File: src/rtl/pipe_hazard_ctrl_if.sv
// Signal bundle between the Y86-64 pipeline datapath and its hazard/control unit.
// The master drives the stage state; the slave (the control unit) returns stall/bubble controls.
interface pipe_hazard_ctrl_if #(
  parameter int ICODE_W = 4,
  parameter int REG_W   = 4,
  parameter int STAT_W  = 4,
  parameter int NUM_SRC = 2,
  parameter int CNT_W   = 16
);
  logic [ICODE_W-1:0]       D_icode;
  logic [ICODE_W-1:0]       E_icode;
  logic [ICODE_W-1:0]       M_icode;
  logic [NUM_SRC*REG_W-1:0] d_src;
  logic [REG_W-1:0]         E_dstM;
  logic                     e_Cnd;
  logic [STAT_W-1:0]        m_stat;
  logic [STAT_W-1:0]        W_stat;
  logic                     cnt_clr;
  logic                     F_stall;
  logic                     D_stall;
  logic                     D_bubble;
  logic                     E_bubble;
  logic                     M_bubble;
  logic                     W_stall;
  logic                     ret_busy;
  logic                     halted;
  logic [STAT_W-1:0]        exc_code;
  logic [CNT_W-1:0]         load_use_cnt;
  logic [CNT_W-1:0]         ret_cnt;
  logic [CNT_W-1:0]         mispred_cnt;

  modport master (
    output D_icode, E_icode, M_icode, d_src, E_dstM, e_Cnd, m_stat, W_stat, cnt_clr,
    input  F_stall, D_stall, D_bubble, E_bubble, M_bubble, W_stall, ret_busy,
    input  halted, exc_code, load_use_cnt, ret_cnt, mispred_cnt
  );

  modport slave (
    input  D_icode, E_icode, M_icode, d_src, E_dstM, e_Cnd, m_stat, W_stat, cnt_clr,
    output F_stall, D_stall, D_bubble, E_bubble, M_bubble, W_stall, ret_busy,
    output halted, exc_code, load_use_cnt, ret_cnt, mispred_cnt
  );
endinterface

File: src/rtl/pipe_hazard_ctrl.sv
// Y86-64 pipeline hazard/control unit: combinational stall/bubble controls, a sticky
// HALTED state with latched exception code, and saturating per-event counters.
module pipe_hazard_ctrl #(
  parameter int ICODE_W = 4,
  parameter int REG_W   = 4,
  parameter int STAT_W  = 4,
  parameter int NUM_SRC = 2,
  parameter int CNT_W   = 16
) (
  input logic               clk,
  input logic               rst_n,
  pipe_hazard_ctrl_if.slave hz
);

  localparam logic [REG_W-1:0]   RNONE   = '1;
  localparam logic [ICODE_W-1:0] I_MRMOV = ICODE_W'(5);
  localparam logic [ICODE_W-1:0] I_JXX   = ICODE_W'(7);
  localparam logic [ICODE_W-1:0] I_RET   = ICODE_W'(9);
  localparam logic [ICODE_W-1:0] I_POPQ  = ICODE_W'(11);

  typedef enum logic [0:0] {
    ST_RUN    = 1'b0,
    ST_HALTED = 1'b1
  } state_t;

  // Any status other than AOK (bit 0) is an exception.
  function automatic logic exc_f(input logic [STAT_W-1:0] s);
    return |s[STAT_W-1:1];
  endfunction

  function automatic logic [CNT_W-1:0] sat_inc(input logic [CNT_W-1:0] c, input logic en);
    if (en && (c != {CNT_W{1'b1}})) begin
      return c + CNT_W'(1);
    end else begin
      return c;
    end
  endfunction

  state_t            state_q, state_d;
  logic [STAT_W-1:0] exc_code_q, exc_code_d;
  logic [CNT_W-1:0]  lu_cnt_q, lu_cnt_d;
  logic [CNT_W-1:0]  ret_cnt_q, ret_cnt_d;
  logic [CNT_W-1:0]  mp_cnt_q, mp_cnt_d;

  logic src_hit_s;
  logic load_use_s;
  logic ret_busy_s;
  logic mispredict_s;
  logic f_stall_s, d_stall_s, d_bubble_s, e_bubble_s, m_bubble_s, w_stall_s;

  always_comb begin
    src_hit_s = 1'b0;
    for (int i = 0; i < NUM_SRC; i++) begin
      src_hit_s = src_hit_s | (hz.d_src[i*REG_W +: REG_W] == hz.E_dstM);
    end
    // RNONE destination never matches, so RNONE source slots cannot cause a stall.
    load_use_s   = ((hz.E_icode == I_MRMOV) || (hz.E_icode == I_POPQ)) &&
                   (hz.E_dstM != RNONE) && src_hit_s;
    ret_busy_s   = (hz.D_icode == I_RET) || (hz.E_icode == I_RET) || (hz.M_icode == I_RET);
    mispredict_s = (hz.E_icode == I_JXX) && !hz.e_Cnd;
  end

  always_comb begin
    state_d    = state_q;
    exc_code_d = exc_code_q;
    f_stall_s  = 1'b0;
    d_stall_s  = 1'b0;
    d_bubble_s = 1'b0;
    e_bubble_s = 1'b0;
    m_bubble_s = 1'b0;
    w_stall_s  = 1'b0;
    case (state_q)
      ST_RUN: begin
        f_stall_s  = load_use_s || ret_busy_s;
        d_stall_s  = load_use_s;
        d_bubble_s = mispredict_s || (!load_use_s && ret_busy_s);
        e_bubble_s = mispredict_s || load_use_s;
        m_bubble_s = exc_f(hz.m_stat) || exc_f(hz.W_stat);
        w_stall_s  = exc_f(hz.W_stat);
        if (exc_f(hz.W_stat)) begin
          state_d    = ST_HALTED;
          exc_code_d = hz.W_stat;
        end else begin
          state_d    = ST_RUN;
        end
      end
      ST_HALTED: begin
        f_stall_s  = 1'b1;
        d_stall_s  = 1'b1;
        m_bubble_s = 1'b1;
        w_stall_s  = 1'b1;
      end
      default: begin
        state_d = ST_RUN;
      end
    endcase
    if (!rst_n) begin
      f_stall_s  = 1'b0;
      d_stall_s  = 1'b0;
      d_bubble_s = 1'b0;
      e_bubble_s = 1'b0;
      m_bubble_s = 1'b0;
      w_stall_s  = 1'b0;
    end else begin
      state_d = state_d;
    end
  end

  always_comb begin
    lu_cnt_d  = lu_cnt_q;
    ret_cnt_d = ret_cnt_q;
    mp_cnt_d  = mp_cnt_q;
    if (hz.cnt_clr) begin
      lu_cnt_d  = '0;
      ret_cnt_d = '0;
      mp_cnt_d  = '0;
    end else if (state_q == ST_RUN) begin
      lu_cnt_d  = sat_inc(lu_cnt_q, load_use_s);
      ret_cnt_d = sat_inc(ret_cnt_q, ret_busy_s);
      mp_cnt_d  = sat_inc(mp_cnt_q, mispredict_s);
    end else begin
      lu_cnt_d  = lu_cnt_q;
    end
  end

  always_ff @(posedge clk) begin
    if (!rst_n) begin
      state_q    <= ST_RUN;
      exc_code_q <= '0;
      lu_cnt_q   <= '0;
      ret_cnt_q  <= '0;
      mp_cnt_q   <= '0;
    end else begin
      state_q    <= state_d;
      exc_code_q <= exc_code_d;
      lu_cnt_q   <= lu_cnt_d;
      ret_cnt_q  <= ret_cnt_d;
      mp_cnt_q   <= mp_cnt_d;
    end
  end

  assign hz.F_stall      = f_stall_s;
  assign hz.D_stall      = d_stall_s;
  assign hz.D_bubble     = d_bubble_s;
  assign hz.E_bubble     = e_bubble_s;
  assign hz.M_bubble     = m_bubble_s;
  assign hz.W_stall      = w_stall_s;
  assign hz.ret_busy     = ret_busy_s;
  assign hz.halted       = (state_q == ST_HALTED);
  assign hz.exc_code     = exc_code_q;
  assign hz.load_use_cnt = lu_cnt_q;
  assign hz.ret_cnt      = ret_cnt_q;
  assign hz.mispred_cnt  = mp_cnt_q;

endmodule

File: src/flat_wrapper.sv
// flat-port wrapper written by rule: the top's interface ports become plain ports
module pipe_hazard_ctrl_flat 
#(
  parameter int ICODE_W = 4,
  parameter int REG_W   = 4,
  parameter int STAT_W  = 4,
  parameter int NUM_SRC = 2,
  parameter int CNT_W   = 16
)
  (clk, rst_n, hz_D_icode, hz_E_icode, hz_M_icode, hz_d_src, hz_E_dstM, hz_e_Cnd, hz_m_stat, hz_W_stat, hz_cnt_clr, hz_F_stall, hz_D_stall, hz_D_bubble, hz_E_bubble, hz_M_bubble, hz_W_stall, hz_ret_busy, hz_halted, hz_exc_code, hz_load_use_cnt, hz_ret_cnt, hz_mispred_cnt);
  pipe_hazard_ctrl_if #(.ICODE_W(ICODE_W), .REG_W(REG_W), .STAT_W(STAT_W), .NUM_SRC(NUM_SRC), .CNT_W(CNT_W)) hz_i ();
  input logic clk;
  input logic rst_n;
  input wire logic [$bits(hz_i.D_icode)-1:0] hz_D_icode;
  input wire logic [$bits(hz_i.E_icode)-1:0] hz_E_icode;
  input wire logic [$bits(hz_i.M_icode)-1:0] hz_M_icode;
  input wire logic [$bits(hz_i.d_src)-1:0] hz_d_src;
  input wire logic [$bits(hz_i.E_dstM)-1:0] hz_E_dstM;
  input wire logic [$bits(hz_i.e_Cnd)-1:0] hz_e_Cnd;
  input wire logic [$bits(hz_i.m_stat)-1:0] hz_m_stat;
  input wire logic [$bits(hz_i.W_stat)-1:0] hz_W_stat;
  input wire logic [$bits(hz_i.cnt_clr)-1:0] hz_cnt_clr;
  output wire logic [$bits(hz_i.F_stall)-1:0] hz_F_stall;
  output wire logic [$bits(hz_i.D_stall)-1:0] hz_D_stall;
  output wire logic [$bits(hz_i.D_bubble)-1:0] hz_D_bubble;
  output wire logic [$bits(hz_i.E_bubble)-1:0] hz_E_bubble;
  output wire logic [$bits(hz_i.M_bubble)-1:0] hz_M_bubble;
  output wire logic [$bits(hz_i.W_stall)-1:0] hz_W_stall;
  output wire logic [$bits(hz_i.ret_busy)-1:0] hz_ret_busy;
  output wire logic [$bits(hz_i.halted)-1:0] hz_halted;
  output wire logic [$bits(hz_i.exc_code)-1:0] hz_exc_code;
  output wire logic [$bits(hz_i.load_use_cnt)-1:0] hz_load_use_cnt;
  output wire logic [$bits(hz_i.ret_cnt)-1:0] hz_ret_cnt;
  output wire logic [$bits(hz_i.mispred_cnt)-1:0] hz_mispred_cnt;
  assign hz_i.D_icode = hz_D_icode;
  assign hz_i.E_icode = hz_E_icode;
  assign hz_i.M_icode = hz_M_icode;
  assign hz_i.d_src = hz_d_src;
  assign hz_i.E_dstM = hz_E_dstM;
  assign hz_i.e_Cnd = hz_e_Cnd;
  assign hz_i.m_stat = hz_m_stat;
  assign hz_i.W_stat = hz_W_stat;
  assign hz_i.cnt_clr = hz_cnt_clr;
  assign hz_F_stall = hz_i.F_stall;
  assign hz_D_stall = hz_i.D_stall;
  assign hz_D_bubble = hz_i.D_bubble;
  assign hz_E_bubble = hz_i.E_bubble;
  assign hz_M_bubble = hz_i.M_bubble;
  assign hz_W_stall = hz_i.W_stall;
  assign hz_ret_busy = hz_i.ret_busy;
  assign hz_halted = hz_i.halted;
  assign hz_exc_code = hz_i.exc_code;
  assign hz_load_use_cnt = hz_i.load_use_cnt;
  assign hz_ret_cnt = hz_i.ret_cnt;
  assign hz_mispred_cnt = hz_i.mispred_cnt;
  pipe_hazard_ctrl #(.ICODE_W(ICODE_W), .REG_W(REG_W), .STAT_W(STAT_W), .NUM_SRC(NUM_SRC), .CNT_W(CNT_W)) u_core (.clk(clk), .rst_n(rst_n), .hz(hz_i));
endmodule
File: config.mk
export PLATFORM = sky130hd
export DESIGN_NAME = pipe_hazard_ctrl_flat
export DESIGN_NICKNAME = d
export VERILOG_FILES = /design/src/rtl/pipe_hazard_ctrl_if.sv /design/src/rtl/pipe_hazard_ctrl.sv /design/src/flat_wrapper.sv
export SDC_FILE = /design/constraint.sdc
export NUM_CORES = 1
export LEC_CHECK = 0
export ABC_CLOCK_PERIOD_IN_PS = 3400
export CAP_MARGIN = 20
export CORE_ASPECT_RATIO = 0.5
export CORE_MARGIN = 2
export CORE_UTILIZATION = 40
export DETAILED_ROUTE_END_ITERATION = 10
export HOLD_SLACK_MARGIN = 0.08
export PLACE_DENSITY = 0.71
export SETUP_SLACK_MARGIN = 0.1
export SYNTH_ARGS = -nofsm -noshare
export SYNTH_HDL_FRONTEND = slang
export SYNTH_SLANG_ARGS = --single-unit
File: constraint.sdc
create_clock -name clk -period 3.4 [get_ports clk]
set_input_delay 0.51 -clock clk [delete_from_list [all_inputs] [get_ports clk]]
set_output_delay 0.51 -clock clk [all_outputs]
set_load 0.03 [all_outputs]
==> out/qor.yml, run 1 <==
detail-route-antenna-nets: 0
r2r_setup_slack_ns: 1.20
cts_root_buf: "clkbuf_16"
max_cap_viol_count: 0
cp_max_fo: 4
antenna_found_initial: 0
numCtsBuffers: 5
synth_edf_count: 0
die_width_um: 125
coreArea_sq_um: 6860
clock_latency_ns: 0.29
yosys-top-cells-area: "dfxtp_1 37%, xnor2_1 6.3%, nor2_1 4.5%"
start_util_pct: 42.4
r2r_cells: 6
cts_buffer_depth: 2
clock-sinks: 53
crit_path_end_kind: "primary output"
power_density_nw_per_um2: 312
drcViolationCount: 0
crit_arrival_ns: 2.63
row_count: 21
tightest_slew_ns: 0.757
fin_skew_ns: 0.00943
syn_area_sq_um: 2910
mostFrequentLayoutCell: "clkdlybuf4s50_1"
synth-async-reset-ratio_pct: 0
yosys.area.top_type_share_pct: 36.5
grt_pass1_vias: 2779
finalCritPeriodShare_pct: 92.4
io_buffers: 94
cts_setup_buffers: 0
wl_per_cell_um: 14.7
overflow: 0
hold_depth: 2
gp_congestion: 0.815
post-dp-hpwl_mm: 5.74
hp-start: "u_core.hz.load_use_cnt[5]"
drt_iter0_drc: 136
grt_pass1_wl_mm: 12.9
final_util_pct: 59.7
synth_ff_type: "dfxtp_1"
min_to: "u_core.hz.load_use_cnt[5]"
path_class: "in2out"
dieArea_sq_um: 8010
crit_required_ns: 2.89
fin_nets: 470
hold_ws_ns: 0.497
finalMaxSlewViolations: 0
p_leak_nw: 1.47
grt_use_total_pct: 19.4
hp-class: "reg2reg"
r2r-end: "u_core.hz.ret_cnt[15]"
layout-drive-gt1-share_pct: 6.96
setup_violations: 0
avgSynthCellArea_sq_um: 8.57
drt_pre_antenna_iters: 4
synth_cells: 339
cp-startpoint: "hz_E_icode[2]"
finalPower_mw: 1.28
worstSetupStartpointType: "input port"
synth_largest_area_cell: "dfxtp_1"
clk_pin_slew_worst_paths_ns: 0.06
cts_tree: "yes"
ios: 96
synth_nets: 378
ys_warn_count: 0
die_h_um: 64.3
ys_types: 56
timing.fmax_mhz: 318
antenna-diode-count: 0
layout_common_cells: "92 x clkdlybuf4s50_1, 53 x dfxtp_1, 35 x nor2_1"
ys_ff_latch: 53
dr_total_vias: 2868
wl_mm: 7.67
peakVddDrop_v: 0.000183
routed_via_density: 5.48
seq_area_frac_synth_pct: 36.5
grt_max_degree: 24
period_needed_ns: 3.14
syn2layout_area_growth_pct: 40.9
tns_ns: 0
slew_headroom_pct: 49.2
r2r_start: "u_core.hz.ret_cnt[0]"
hold_viol: 0
htreeDepth: 2
rsz0062_at_grt: "false"
status: "finished clean"
==> layer usage <==
metal / vias up / share of wire (%) / GRT usage [%]
met3: 8 / 4.7 / 4.10
met2: 73 / 49 / 34.2
li1: 1450 / - / -
met5: - / 0 / 0
met4: 0 / 0.91 / 4.78
met1: 1337 / 45 / 24.5
==> stage by stage <==
step                worst slack, ns  std cells  area (sq um)
finish                        0.259        523          4100
global route                  0.168        523          4100
CTS                           0.197        523          4080
detailed placement            0.203        516          3940
global placement              0.246        516          3940
floorplan                      1.01        339          2910
==> how the worst max path moves through the flow <==
stage | end | cells past startpoint
after CTS | hz_F_stall | 7
after floorplan | hz_D_bubble | 5
after detailed placement | hz_D_bubble | 7
after global placement | hz_D_bubble | 7
final | hz_D_stall | 6
after global routing | hz_D_stall | 6
==> what timing repair did <==
| item | 4_1_cts | 5_1_grt |
|---|---|---|
| endpoints found under the setup margin | 0 | 3 |
| gates resized for setup | 0 | 4 |
| hold buffers | 0 | 0 |
==> area by class of cell <==
class                   count  area (sq um)
flip-flops and latches     53          1060
inverters                  10          37.5
clock buffers               7           143
repair buffers             98           976
fillers                   597          2760
well taps                  92           115
multi-input cells         263          1760
==> flip-flops by register name, summed over array words and instances (netlist names) <==
| register | flops |
|---|---|
| u_core.hz.exc_code | 4 |
| u_core.hz.halted | 1 |
| u_core.hz.load_use_cnt | 16 |
| u_core.hz.mispred_cnt | 16 |
| u_core.hz.ret_cnt | 16 |
==> cells by family (layout without fill, tap and decap cells) <==
group | count (synthesis) | in the layout | share of synthesized area [%]
simple gates | 148 | 148 | 28.0
compound gates | 82 | 82 | 21.6
flops | 53 | 53 | 36.5
xor+xnor | 23 | 23 | 6.93
buf+inv | 23 | 115 | 3.27
mux | 7 | 7 | 2.41
fa+ha+maj | 3 | 3 | 1.29
==> critical path, cell delays in order <==
cell and delay [ns]:
clkdlybuf4s50_1 0.56, nor3b_1 0.30, o211ai_1 0.12, a21oi_1 0.28, o21a_1 0.18, clkdlybuf4s50_1 0.68
==> cell usage after synthesis (6+ instances only) <==
cell type / count
inv_1: 10
nor2_1: 35
dfxtp_1: 53
and3_1: 10
nand3_1: 14
clkbuf_1: 10
a31oi_1: 10
and4_1: 7
a41o_1: 7
o21ai_0: 6
nand2b_1: 6
a31o_2: 7
mux2i_1: 7
xnor2_1: 21
or3_1: 9
nand4_1: 14
a211oi_1: 8
nand2_1: 26
a21oi_1: 16
==> power breakdown <==
part           total (mW)  internal (mW)  switching, mW
Combinational       0.145         0.0749         0.0701
Clock               0.503          0.290          0.214
Sequential          0.628          0.625        0.00341
(Power assumes the default switching activity.)
==> inputs of run 2 (changes only) <==
--- a/config.mk
+++ b/config.mk
@@ -12,7 +12,8 @@
 export CORE_UTILIZATION = 40
 export DETAILED_ROUTE_END_ITERATION = 10
 export HOLD_SLACK_MARGIN = 0.08
-export PLACE_DENSITY = 0.71
+export PLACE_DENSITY = 0.83
+export REMOVE_ABC_BUFFERS = 1
 export SETUP_SLACK_MARGIN = 0.1
 export SYNTH_ARGS = -nofsm -noshare
 export SYNTH_HDL_FRONTEND = slang
==> run 2 against run 1 <==
Against the previous run: non-clock buffer count did not move; sequential share of layout area rose by 0.087 points; power is 0.25% higher; sequential power barely moved; critical path depth rose by 1; flip-flop and latch count did not move; utilization down 0.20 points; cell area fell by 0.34%; maximum frequency is 0.30% lower; first-iteration DRC count up 23%; largest power group unchanged.
==> out/qor.yml, run 2 (synthesized netlist as in run 1, its figures left out) <==
cts_setup_buffers: 0  # unchanged
wl_mm: 7.27  # -5.3%
layout_common_cells: "94 x clkdlybuf4s50_1, 53 x dfxtp_1, 35 x nor2_1"
hold_ws_ns: 0.511  # +0.0141 ns
met3_length_um: 213  # -41%
rsz0062_at_grt: "false"
mostFrequentLayoutCell: "clkdlybuf4s50_1"
highest_layer: "met4"
fin_nets: 470  # unchanged
cts_tree: "yes"
hold_viol: 0  # unchanged
syn2layout_area_growth_pct: 40.4
grt_pass1_wl_mm: 11.7  # -9.3%
routed_via_density: 5.44  # -0.85%
r2r_cells: 6  # unchanged
preCtsSetupSlack_ns: 0.277  # +0.0743 ns
htreeDepth: 2  # unchanged
timing.fmax_mhz: 317  # -0.30%
worstSetupStartpointType: "input port"
start_util_pct: 42.4  # unchanged
drt_iter0_drc: 167  # +23%
n_fill_cell: 610  # +2.2%
crit_required_ns: 2.89  # about the same
cts_root_buf: "clkbuf_16"
finalPower_mw: 1.28  # +0.25%
slew_headroom_pct: 46.9  # -2.4 points
clk_pin_slew_worst_paths_ns: 0.07  # about the same
period_needed_ns: 3.15  # +0.00949 ns
drt_pre_antenna_iters: 4  # unchanged
layout-drive-gt1-share_pct: 6.94  # -0.016 points
dr_total_vias: 2849  # -0.66%
finalCritPeriodShare_pct: 92.7  # +0.28 points
gp_congestion: 0.786  # -3.6%
crit_path_end_kind: "primary output"
status: "finished clean"
dieArea_sq_um: 8010  # unchanged
detail-route-antenna-nets: 0  # unchanged
crit_arrival_ns: 2.64  # about the same
grt_pass1_vias: 2502  # -10%
die_width_um: 125  # unchanged
peakVddDrop_v: 0.000329  # +80%
post-dp-hpwl_mm: 5.43  # -5.5%
cts_resized: 0  # unchanged
final_cell_area_sq_um: 4080  # -0.34%
power_density_nw_per_um2: 314  # +0.59%
ios: 96  # unchanged
ctsHoldBuffers: 0  # unchanged
max_cap_viol_count: 0  # unchanged
dpl_cell_area_sq_um: 3940  # unchanged
wl_met1_mm: 3.47  # +0.38%
grt_use_total_pct: 17.5  # -1.9 points
dr_wl_met2_mm: 3.52  # -6.9%
final_cells: 524  # +0.19%
overflow: 0  # unchanged
grt_max_degree: 22  # -8.3%
clock-sinks: 53  # unchanged
coreArea_sq_um: 6860  # unchanged
die_h_um: 64.3  # unchanged
io_buffers: 94  # unchanged
wl_per_cell_um: 13.9  # -5.5%
dp_cells: 516  # unchanged
finalMaxSlewViolations: 0  # unchanged
cts_buffer_depth: 2  # unchanged
setup_ws_ns: 0.249  # -0.00949 ns
tns_ns: 0  # unchanged
fin_skew_ns: 0.00743  # -0.00200 ns
path_class: "in2out"
cp_max_fo: 4  # unchanged
setup_violations: 0  # unchanged
antenna_found_initial: 0  # unchanged
numCtsBuffers: 5  # unchanged
final_util_pct: 59.5  # -0.20 points
antenna-diode-count: 0  # unchanged
clock_latency_ns: 0.29  # about the same
row_count: 21  # unchanged
hold_depth: 2  # unchanged
tightest_slew_ns: 0.792  # +0.0353 ns
hp-class: "reg2reg"
p_leak_nw: 1.43  # -2.2%
drcViolationCount: 0  # unchanged
run 2: cell count changes in the layout (fill, tap and decap cells not counted), sizes merged:
| cell | delta |
|---|---|
| clkinv | +1 |
| clkdlybuf4s50 | +2 |
| clkinvlp | +1 |
| inv | +1 |
| clkbuf | -2 |
| dlymetal6s2s | -2 |
run 2: path summary, 6_finish.rpt:
check	endpoint	startpoint	slack, ns
setup reg to reg	u_core.hz.ret_cnt[15]	u_core.hz.ret_cnt[0]	1.23
hold / removal	u_core.hz.load_use_cnt[13]	u_core.hz.load_use_cnt[13]	0.51
hold reg to reg	u_core.hz.load_use_cnt[13]	u_core.hz.load_use_cnt[13]	0.51
setup / recovery	hz_F_stall	hz_E_icode[2]	0.25
run 2: area by class of cell:
| type | instances | area [sq um] | share of cell area [%] |
|---|---|---|---|
| multi-input combinational | 263 | 1750 | 42.9 |
| sequential | 53 | 1060 | 26.0 |
| timing repair buffer | 98 | 971 | 23.8 |
| clock buffer | 5 | 125 | 3.07 |
| tap | 92 | 115 | 2.82 |
| inverter | 10 | 37.5 | 0.920 |
| clock inverter | 3 | 21.3 | 0.521 |
run 2: routing by layer:
metal,up-vias,GRT usage [%]
met2,30,31.9
li1,1459,-
met3,4,4.02
met5,-,0
met4,0,3.51
met1,1356,21.5
run 2: power by group:
part / switching, mW / leakage (nW) / internal [mW]
Sequential: 0.00356 / 0.428 / 0.624
Combinational: 0.0688 / 0.936 / 0.0742
Clock: 0.234 / 0.0702 / 0.275
Total: 0.306 / 1.43 / 0.973
run 2: worst max-delay path, cell delays in order:
cell,delay [ns]
clkdlybuf4s50_1,0.55
nor3b_1,0.29
o211ai_1,0.11
a21oi_1,0.25
o21a_1,0.18
a21o_1,0.09
clkdlybuf4s50_1,0.66
